[config.mk]
export PLATFORM = sky130hd
export DESIGN_NAME = neuron_scheduler
export DESIGN_NICKNAME = d
export VERILOG_FILES = /design/src/rtl/snn_pkg.sv /design/src/rtl/vmem_regfile.sv /design/src/rtl/neuron_scheduler.sv
export SDC_FILE = /design/constraint.sdc
export NUM_CORES = 1
export LEC_CHECK = 0
export BUFFER_PORTS_ARGS = -buffer_cell sky130_fd_sc_hd__buf_2
export CAP_MARGIN = 20
export CORE_MARGIN = 2
export CORE_UTILIZATION = 40
export CTS_BUF_LIST = sky130_fd_sc_hd__clkbuf_8
export DETAILED_ROUTE_END_ITERATION = 8
export PLACE_DENSITY = 0.68
export SLEW_MARGIN = 10
export SYNTH_ARGS = -nofsm -noshare
export SYNTH_HDL_FRONTEND = slang
export SYNTH_SLANG_ARGS = --single-unit
export TNS_END_PERCENT = 20
[constraint.sdc]
create_clock -name clk -period 1.65 [get_ports clk]
set_clock_uncertainty 0.1 [all_clocks]
set_input_delay 0.165 -clock clk [delete_from_list [all_inputs] [get_ports clk]]
set_output_delay 0.165 -clock clk [all_outputs]
set_load 0.01 [all_outputs]
[src/rtl/snn_pkg.sv]
// Shared definitions for the spiking-network layer controller.
//   SNN_SIZE       : default datapath width (sign-magnitude weights, MSB = sign)
//   FSEL_ADD/DECAY : encodings of the neuron datapath function select
//   sched_state_t  : scheduler FSM states, also published on dbg_state
package snn_pkg;

  localparam int SNN_SIZE = 8;

  localparam logic FSEL_ADD   = 1'b0;
  localparam logic FSEL_DECAY = 1'b1;

  typedef enum logic [2:0] {
    ST_IDLE  = 3'd0,
    ST_SCAN  = 3'd1,
    ST_ACC   = 3'd2,
    ST_DECAY = 3'd3,
    ST_DONE  = 3'd4
  } sched_state_t;

endpackage

[src/rtl/vmem_regfile.sv]
// Membrane-potential storage for one layer: NUM_OUT entries of SIZE bits.
//   clk, rst_n : clock, asynchronous active-low reset (all entries to 0)
//   clr        : synchronous clear of every entry (wins over we)
//   we, waddr, wdata : single write port
//   raddr, rdata     : single combinational read port
module vmem_regfile
  import snn_pkg::*;
#(
  parameter int SIZE    = SNN_SIZE,
  parameter int NUM_OUT = 4,
  parameter int AW      = (NUM_OUT > 1) ? $clog2(NUM_OUT) : 1
) (
  input  logic            clk,
  input  logic            rst_n,
  input  logic            clr,
  input  logic            we,
  input  logic [AW-1:0]   waddr,
  input  logic [SIZE-1:0] wdata,
  input  logic [AW-1:0]   raddr,
  output logic [SIZE-1:0] rdata
);

  logic [NUM_OUT-1:0][SIZE-1:0] mem;

  always_ff @(posedge clk or negedge rst_n) begin
    if (!rst_n) begin
      mem <= '0;
    end else if (clr) begin
      mem <= '0;
    end else if (we) begin
      mem[waddr] <= wdata;
    end
  end

  assign rdata = mem[raddr];

endmodule

[src/rtl/neuron_scheduler.sv]
// Layer controller for the shared combinational neuron datapath.
// On an accepted start it samples in_spikes, walks every (output j, input i)
// pair, accumulates the weight of each active input through the datapath in
// add mode, then runs one decay/threshold step per output neuron.
//   clk, rst_n           : clock, asynchronous active-low reset
//   start, clear_vmem    : IDLE-only controls (clear wins over start)
//   in_spikes            : input spike vector, captured on accepted start
//   busy, done           : run in progress / one-cycle completion pulse
//   out_spikes           : registered layer output spikes
//   w_addr, w_rdata      : weight memory port (1-cycle read latency)
//   n_weight, n_v_mem_in, n_function_sel : datapath operands
//   n_v_mem_out, n_spike : datapath results
//   dbg_state            : current FSM state (snn_pkg::sched_state_t)
//
// Control handshake: start and clear_vmem are single-cycle level requests
// sampled only in IDLE; there is no ready/ack, so a request raised while busy
// is dropped rather than held. done is a pulse, not a level.
module neuron_scheduler
  import snn_pkg::*;
#(
  parameter int SIZE    = SNN_SIZE,
  parameter int NUM_IN  = 16,
  parameter int NUM_OUT = 4
) (
  input  logic                               clk,
  input  logic                               rst_n,
  input  logic                               start,
  input  logic                               clear_vmem,
  input  logic [NUM_IN-1:0]                  in_spikes,
  output logic                               busy,
  output logic                               done,
  output logic [NUM_OUT-1:0]                 out_spikes,
  output logic [$clog2(NUM_OUT*NUM_IN)-1:0]  w_addr,
  input  logic [SIZE-1:0]                    w_rdata,
  output logic [SIZE-1:0]                    n_weight,
  output logic [SIZE-1:0]                    n_v_mem_in,
  output logic                               n_function_sel,
  input  logic [SIZE-1:0]                    n_v_mem_out,
  input  logic                               n_spike,
  output logic [2:0]                         dbg_state
);

  localparam int AW = $clog2(NUM_OUT*NUM_IN);
  localparam int IW = (NUM_IN > 1) ? $clog2(NUM_IN) : 1;
  localparam int JW = (NUM_OUT > 1) ? $clog2(NUM_OUT) : 1;

  sched_state_t      state_q, state_d;
  logic [NUM_IN-1:0] spk_q;
  logic [IW-1:0]     i_q;
  logic [JW-1:0]     j_q;

  logic            last_i, last_j, cur_spk;
  logic            accept_start, do_clear, vm_we, inc_i, decay_step;
  logic [SIZE-1:0] vmem_rd;

  assign last_i  = (i_q == IW'(NUM_IN - 1));
  assign last_j  = (j_q == JW'(NUM_OUT - 1));
  assign cur_spk = spk_q[i_q];

  // Address is a pure function of the walk counters; it is meaningful in SCAN,
  // where the synchronous weight memory registers it for use in ACC.
  assign w_addr     = AW'(j_q) * AW'(NUM_IN) + AW'(i_q);
  assign n_v_mem_in = vmem_rd;
  assign dbg_state  = state_q;

  // State register
  always_ff @(posedge clk or negedge rst_n) begin
    if (!rst_n) begin
      state_q <= ST_IDLE;
    end else begin
      state_q <= state_d;
    end
  end

  // Next state and per-state outputs
  always_comb begin
    state_d        = state_q;
    busy           = 1'b0;
    done           = 1'b0;
    n_weight       = '0;
    n_function_sel = FSEL_ADD;
    accept_start   = 1'b0;
    do_clear       = 1'b0;
    vm_we          = 1'b0;
    inc_i          = 1'b0;
    decay_step     = 1'b0;
    case (state_q)
      ST_IDLE: begin
        if (clear_vmem) begin
          do_clear = 1'b1;
        end else if (start) begin
          accept_start = 1'b1;
          state_d      = ST_SCAN;
        end
      end
      ST_SCAN: begin
        busy = 1'b1;
        if (cur_spk) begin
          state_d = ST_ACC;
        end else begin
          inc_i = 1'b1;
          if (last_i) state_d = ST_DECAY;
        end
      end
      ST_ACC: begin
        busy           = 1'b1;
        n_weight       = w_rdata;
        n_function_sel = FSEL_ADD;
        vm_we          = 1'b1;
        inc_i          = 1'b1;
        state_d        = last_i ? ST_DECAY : ST_SCAN;
      end
      ST_DECAY: begin
        busy           = 1'b1;
        n_function_sel = FSEL_DECAY;
        vm_we          = 1'b1;
        decay_step     = 1'b1;
        state_d        = last_j ? ST_DONE : ST_SCAN;
      end
      ST_DONE: begin
        busy    = 1'b1;
        done    = 1'b1;
        state_d = ST_IDLE;
      end
      default: state_d = ST_IDLE;
    endcase
  end

  // Walk counters, sampled spikes and output spike register
  always_ff @(posedge clk or negedge rst_n) begin
    if (!rst_n) begin
      spk_q      <= '0;
      i_q        <= '0;
      j_q        <= '0;
      out_spikes <= '0;
    end else begin
      if (accept_start) begin
        spk_q      <= in_spikes;
        out_spikes <= '0;
        i_q        <= '0;
        j_q        <= '0;
      end
      // Wrap explicitly so i never indexes past spk_q when NUM_IN is not a
      // power of two.
      if (inc_i) begin
        i_q <= last_i ? '0 : i_q + IW'(1);
      end
      if (decay_step) begin
        out_spikes[j_q] <= n_spike;
        if (!last_j) begin
          j_q <= j_q + JW'(1);
          i_q <= '0;
        end
      end
    end
  end

  vmem_regfile #(
    .SIZE    (SIZE),
    .NUM_OUT (NUM_OUT),
    .AW      (JW)
  ) u_vmem (
    .clk   (clk),
    .rst_n (rst_n),
    .clr   (do_clear),
    .we    (vm_we),
    .waddr (j_q),
    .wdata (n_v_mem_out),
    .raddr (j_q),
    .rdata (vmem_rd)
  );

endmodule

**Word-level counts from Yosys, hierarchy flattened**

Cells that the tools add are included.

- Order comparisons: 3
- Equal/unequal tests: 9
- Multiplexer cells: 41
- Reductions and logical operators: 6
- $add $sub $neg: 3

Operators with widths:

| operator | number |
|---|---|
| 2-to-1 mux 32 bit | 2 |
| bitwise mux 32 bit | 1 |
| 2-to-1 mux 4 bit | 7 |
| 2-to-1 mux 8 bit | 3 |
| binary-select mux 8 bit (select 2 bit) | 1 |
| demux 8 bit (select 2 bit) | 1 |
| 2-to-1 mux 3 bit | 5 |
| 2-to-1 mux 1 bit | 12 |
| one-hot mux 3 bit (4 select lines) | 1 |
| 2-to-1 mux 2 bit | 4 |
| adder 6 x 4 -> 6 bit | 1 |
| == test 3 x 2 -> 1 bit (second input constant) | 2 |
| less-than comparator 4 x 5 -> 1 bit (second input constant) | 1 |
| adder 4 x 1 -> 4 bit (second input constant) | 1 |
| binary-select mux 1 bit (select 4 bit) | 1 |
| bitwise mux 4 bit | 1 |
| == test 4 bit (second input constant) | 1 |
| != test 2 bit (second input constant) | 2 |
| OR reduction 4 bit | 1 |
| == test 3 x 1 -> 1 bit (second input constant) | 1 |
| == test 3 bit (second input constant) | 1 |
| zero test 3 bit | 1 |
| less-than comparator 2 x 3 -> 1 bit (second input constant) | 1 |
| != test 3 bit (second input constant) | 1 |
| other kinds (9) | 9 |

- Output and inout port bits: 32
- Bits of input ports: 37
- Flip-flop bits (word level): 61

**Logic depth before layout (Yosys ltp)**

Gate-level depths: netlist (run 1).

- Depth in word-level cells: 7
- Gate-level depth with buffers: 6
- Mapped depth without buffers: 6

**Hierarchy**

A second synthesis (run 1) with hierarchy kept.

- Cell total of the unflattened synthesis: 254
- Area total of the unflattened synthesis: 3173.0 um2

By module, submodules not included:

| module | cells each | area an instance (um2) | times used |
|---|---|---|---|
| vmem_regfile | 126 | 1634.1 | 1 |
| neuron_scheduler | 128 | 1539.0 | 1 |

**Least setup slack after synthesis (run 1)**

No wires, ideal clock.

- Path type: reg-to-reg
- Start point: reg i_q[0]
- End point: reg i_q[2]
- Period minus slack after synthesis: 1884 ps
- Buffers on the path: 1
- Data required time: 1415 ps
- Data arrival time: 1648 ps
- Setup slack: -234 ps
- Stages on the path, launching flop included: 7
- Cell sequence: dfrtp_1 -> buf_6 -> mux4_2 -> mux2i_2 -> a221oi_4 -> o211ai_2 -> o31ai_1

- Longest elaborated chain between the ends: 7

Ends and longest elaborated chain:

| item | RTL line | source |
|---|---|---|
| start: declaration | neuron_scheduler.sv:49 | `logic [IW-1:0] i_q;` |
| start signal: assignment | neuron_scheduler.sv:146 | `i_q <= last_i ? '0 : i_q + IW'(1);` |
| binary-select mux 1 bit (select 4 bit) | neuron_scheduler.sv:58 | `assign cur_spk = spk_q[i_q];` |
| 2-to-1 mux 1 bit (implied by the code) | neuron_scheduler.sv:58 |  |
| 2-to-1 mux 1 bit | neuron_scheduler.sv:98 | `if (cur_spk) begin` |
| one-hot mux 1 bit (2 select lines) | neuron_scheduler.sv:87 | `case (state_q)` |
| 2-to-1 mux 4 bit (*) | neuron_scheduler.sv:145 | `if (inc_i) begin` |
| 2-to-1 mux 4 bit | neuron_scheduler.sv:150 | `if (!last_j) begin` |
| 2-to-1 mux 4 bit (*) | neuron_scheduler.sv:148 | `if (decay_step) begin` |

Every way passes the cells marked *; elsewhere a longest branch is shown, timed or not. The select of a mux whose other input is x is not followed.
A chain may end at the register's enable or synchronous reset.

**Worst setup path after layout (run 1)**

- Start point: reg state_q[1] (netlist: dbg_state[1])
- End point: out n_weight[0]

- Longest elaborated chain between the ends: 2

Ends and longest elaborated chain:

| item | RTL line | source |
|---|---|---|
| start: declaration | neuron_scheduler.sv:47 | `sched_state_t state_q, state_d;` |
| start signal: assignment | neuron_scheduler.sv:71 | `state_q <= state_d;` |
| == test 3 x 2 -> 1 bit | neuron_scheduler.sv:87 |  |
| 2-to-1 mux 8 bit | neuron_scheduler.sv:87 |  |
| end: declaration | neuron_scheduler.sv:35 | `output logic [SIZE-1:0] n_weight,` |

No other way between the ends.

==> results of run 1 <==
[flip-flops by register name (all words and copies together) (netlist names)]
signal / flops
spk_q: 16
out_spikes: 4
u_vmem.mem: 32
i_q: 4
dbg_state: 3
j_q: 2
[stage by stage]
stage / cell area [sq um] / instances / utilization, %
after floorplan: 3020 / 276 / -
after global placement: 3640 / 450 / 50.2
after detailed placement: 3640 / 450 / 50.2
after CTS: 4250 / 497 / 58.5
after global routing: 4460 / 500 / 61.5
final: 4460 / 500 / 61.5
[cell type report]
cell class	count	share of cell area [%]
Sequential cell	61	34.3
Inverter	5	0.421
Clock buffer	10	3.08
Timing Repair Buffer	128	23.4
Tap cell	99	2.78
Clock inverter	6	1.93
Multi-Input combinational cell	191	34.2
[power groups by stage]
stage	combinational, uW	sequential (uW)	clock (uW)
finish	3600	2360	1500
global route	3890	2420	1590
CTS	3210	2330	1530
detailed placement	2880	2360	0
global placement	2820	2330	0
floorplan	1900	2280	0
[kinds of logic after synthesis]
family                     share of synthesized area [%]
muxes                                               15.9
adders and majority gates                           2.08
buffers and inverters                               3.91
DFF                                                 50.8
AOI/OAI and AO/OA                                   11.4
and+or+nand+nor                                     15.9
[routing by layer]
layer	up-vias	track usage, %
met1	1336	27.1
met5	-	0
li1	1230	-
met2	93	31.0
met3	13	4.17
met4	0	7.44
[cell usage after synthesis, drive strengths merged, types with 5 or more instances]
cell type  instances
clkbuf            11
mux4              12
nand3             36
buf                9
mux2              16
inv                5
and2              10
dfrtp             61
o21ai              5
ha                 5
a21oi             38
nand2             43
[worst paths after layout]
path,end,cells after the start
setup / recovery,n_weight[0],6
hold / removal,u_vmem.mem[25],3
setup reg to reg,i_q[2],5
hold reg to reg,out_spikes[2],1
max in group asynchronous,i_q[0],3
min in group asynchronous,u_vmem.mem[3],3
[what timing repair did]
item / CTS / global route
setup buffers: 6 / 3
endpoints found under the setup margin: 24 / 75
gates cloned: 2 / 0
hold buffers: 23 / 0
gates resized for setup: 22 / 46
pin swaps: 12 / 5
endpoints found under the hold margin: 86 / 0
[worst min-delay path: stages]
cell     delay (ps)
buf_2           130
nand3_1          80
a21oi_1          50
==> impl_metrics.tcl, run 1 <==
set metrics [dict create \
    setup_violations 41 \
    fin_crit_ps 1830 \
    cp_common_cell "buf_6" \
    grt_pass1_wl_microns 13000 \
    maxCapViolations 0 \
    dr_wl_met2_microns 4120 \
    async_flop_share_pct 100 \
    crit_path_max_incr_delay_ps 390 \
    htreeDepth 3 \
    antenna_left 0 \
    regArea_sq_um 1530 \
    dieWidth_microns 90.7 \
    yosysWarnings 0 \
    p_total_uw 7450 \
    drc 0 \
    initialDrtViolationCount 113 \
    layout_commonest_cell "dfrtp_1" \
    powerDensity_nw_per_um2 1670 \
    ys_ff_latch 61 \
    maxClockFrequency_mhz 546 \
    avgRoutedWirePerCell_microns 16.4 \
    io_buffers 68 \
    rr_startpoint "i_q[0]" \
    hpwlAfterDp_microns 5130 \
    critPathSlowestCell "dfrtp_1" \
    cts_tree "done" \
    clkLatencyLatePin_ps 340 \
    cp_max_fo 5 \
    startpoint "dbg_state[1]" \
    p_sw_share_pct 35.7 \
    outcome "complete, but fails checks" \
    power.leakage_uw 0.00203 \
    routed_via_density 5.34 \
    max_slew.worst_pin.slew_ps 457 \
    layout_common_cells "59 x dfrtp_1, 53 x buf_2, 40 x nand2_1, 36 x nand3_1, 36 x a21oi_1" \
    grt_max_degree 62 \
    rsz0062_at_grt "yes" \
    gp_congestion 0.787 \
    worstSetupEndpointType "output pin" \
    nets 438 \
    synth.avg_cell_area_sq_um 10.9 \
    synth_edf_count 0 \
    p_sw_uw 2660 \
    first_global_vias 2575 \
    min-delay-start "n_v_mem_out[1]" \
    cp_num_buf_inv 3 \
    clk_path_buf_depth 2 \
    vdd.ir_drop.worst_uv 965 \
    cts_root_buf "clkbuf_8" \
    yosys.cell_types.count 35 \
    die-area_sq_um 8220 \
    cts_buffers 9 \
    die_y_microns 90.7 \
    setup_slack_ps -183 \
    diodes 0 \
    hp-class "in2reg" \
    grt_usage_pct 19.8 \
    syn2layout_area_growth_pct 48.6 \
    multiInputGateArea_sq_um 1530 \
    syn_inst 276 \
    met1_length_microns 3490 \
    critPathRequiredTime_ps 1380 \
    layout-drive-gt1-share_pct 45.4 \
    finalMaxSlewViolations 0 \
    antenna_found_initial 0 \
    vias 2672 \
    crit_arrival_ps 1570 \
    pre_cts_ws_ps -238 \
    reg2reg_slack_ps -170 \
    path_class "reg2out" \
    yosysSeqAreaShare_pct 50.8 \
    fill_cells 600 \
    initial_utilization_pct 41.4 \
    pwr-share-clk_pct 20.1 \
    wl_met3_microns 443 \
    syn_nets 318 \
    p_comb_share_pct 48.3 \
    holdWs_ps 19.8 \
    hold_viol 0 \
    synthTopCellsByArea "dfrtp_1 51%, mux4_2 9.0%, a21oi_1 6.2%" \
    row_count 31 \
    grt_overflow 0 \
    synth_area_sq_um 3000 \
    path_cells "buf_6, nor2b_4, and2b_2, buf_6, and2_4, buf_6" \
    synthFlopType "dfrtp_1" \
    startpoint_type "flop" \
    p_seq_share_pct 31.6 \
    p_int_uw 4800 \
    drt-total-wl_microns 8180 \
    io_pins 69 \
    violations "setup timing" \
    top_layer "met4" \
    cts.sinks 61 \
    coreArea_sq_um 7250 \
    clk_pin_slew_worst_paths_ps 70 \
    fin_setup_tns_ps -3940 \
    slew_headroom_pct 69.6 \
    fin_crit_sh_pct 111 \
    cp_top_family "simple AND/OR/NAND/NOR gates" \
    synth_top_area_share_pct 50.8 \
    dr.pass1.iters 4 \
    yosysTopAreaCell "dfrtp_1" \
]
Power figures use the tool's default switching activity.
==> inputs of run 2 (changes only) <==
SKIP_CTS_REPAIR_TIMING = 1   (was not set)
==> run 2 against run 1 <==
- the run still ends with setup timing left
- non-clock buffer count shrank 8
- power down 3.4%
- via count is 1.8% lower
- global-route usage shrank 0.97 points
- sequential power is essentially flat
- utilization down 2.3 points
- worst setup slack worse by 45 ps
==> impl_metrics.tcl, run 2 (synthesis results as in run 1) <==
set metrics [dict create \
    cts_buffers 9 \
    cts_tree "done" \
    dieWidth_microns 90.7 \
    antenna_left 0 \
    wl_met3_microns 451 \
    clk_pin_slew_worst_paths_ps 80 \
    htreeDepth 3 \
    worstSetupEndpointType "flop" \
    cp_top_family "multiplexers" \
    dp.cells 450 \
    min-delay-start "n_v_mem_out[3]" \
    grt_overflow 0 \
    maxCapViolations 0 \
    largestRegisters "u_vmem.mem: 32 flops, spk_q: 16 flops" \
    finalMaxSlewViolations 0 \
    violations "setup timing" \
    dr_wl_met2_microns 3960 \
    crit_path_max_incr_delay_ps 560 \
    min_delay_path_depth 3 \
    critPathSlowestCell "mux4_2" \
    powerDensity_nw_per_um2 1680 \
    hold_viol 0 \
    largest_reg_flops 32 \
    slew_headroom_pct 69.0 \
    syn2layout_area_growth_pct 43.0 \
    vdd.ir_drop.worst_uv 968 \
    coreArea_sq_um 7250 \
    drc 0 \
    path_class "reg2reg" \
    antenna_found_initial 0 \
    die-area_sq_um 8220 \
    rr_startpoint "i_q[0]" \
    setup_violations 24 \
    r2r_cells 4 \
    diodes 0 \
    layout-drive-gt1-share_pct 44.8 \
    gp_congestion 0.787 \
    clkLatencyLatePin_ps 340 \
    path_cells "mux4_2, mux2i_4, a221oi_2, o31ai_1" \
    cts.sinks 61 \
    vias 2623 \
    routed_via_density 5.33 \
    grt_max_degree 62 \
    avgRoutedWirePerCell_microns 16.2 \
    largest-register "u_vmem.mem" \
    cp_max_fo 5 \
    nets 430 \
    layout_commonest_cell "dfrtp_1" \
    drt-total-wl_microns 7980 \
    die_y_microns 90.7 \
    fin_crit_sh_pct 114 \
    max_slew.worst_pin.slew_ps 465 \
    hpwlAfterDp_microns 5130 \
    rsz0062_at_grt "yes" \
    dr.pass1.iters 5 \
    hold_end "u_vmem.mem[3]" \
    grt_usage_pct 18.8 \
    io_buffers 68 \
    initial_utilization_pct 41.4 \
    final_cells 492 \
    timing.rr.end "i_q[2]" \
    met1_length_microns 3410 \
    cts_root_buf "clkbuf_8" \
    setup_slack_ps -228 \
    path_depth 4 \
    reg2reg_slack_ps -230 \
    pre_cts_ws_ps -238 \
    first_global_vias 2414 \
    startpoint_type "flop" \
    critPathRequiredTime_ps 1790 \
    hp-class "in2reg" \
    cp_num_buf_inv 0 \
    row_count 31 \
    initialDrtViolationCount 115 \
    crit_arrival_ps 2010 \
    outcome "complete, but fails checks" \
    fill_cells 619 \
    power.leakage_uw 0.00194 \
    io_pins 69 \
    grt_pass1_wl_microns 12300 \
    maxClockFrequency_mhz 533 \
    layout_common_cells "59 x dfrtp_1, 53 x buf_2, 40 x nand2_1, 36 x nand3_1, 36 x a21oi_1" \
    clk_path_buf_depth 2 \
    fin_crit_ps 1880 \
    top_layer "met4" \
]
## run 2: stage by stage
stage	hold slack [ps]	instance area, sq um	TNS [ps]	util, %	power (uW)
finish	9.20	4300	-4020	59.2	7200
detailed placement	100	3640	-1100	50.2	5250
floorplan	-231	3020	-1360	-	4180
CTS	-274	3870	-6340	53.3	6760
global placement	95.7	3640	-717	50.2	5150
global route	6.07	4300	-5530	59.2	7630
## run 2: worst register-to-register path, cell delays in order (launching register included)
cell	delay (ps)
dfrtp_2	440
mux4_2	560
mux2i_4	240
a221oi_2	160
o31ai_1	280
## run 2: final cells by class
cell class	instances	area [sq um]	share of cell area [%]
Clock inverter	6	86.3	2.01
Multi-Input combinational cell	191	1450	33.8
Sequential cell	61	1530	35.6
Inverter	5	18.8	0.437
Timing Repair Buffer	120	951	22.1
Tap cell	99	124	2.88
Clock buffer	10	138	3.20
## run 2: power by group
part           internal (uW)  total, uW  switching (uW)
sequential              1980       2340             358
combinational           1740       3360            1620
clock                    888       1500             613
## run 2: how the worst max path moves through the flow
| stage | start | endpoint |
|---|---|---|
| global route | i_q[0] | i_q[2] |
| detailed placement | i_q[0] | i_q[0] |
| finish | i_q[0] | i_q[2] |
| CTS | j_q[0] | n_v_mem_in[0] |
| global placement | i_q[0] | i_q[0] |
| floorplan | i_q[0] | i_q[2] |
## run 2: metal layers
layer / vias up / track usage (%)
li1: 1216 / -
met2: 96 / 28.9
met3: 17 / 4.42
met1: 1294 / 26.0
met4: 0 / 7.05
met5: - / 0
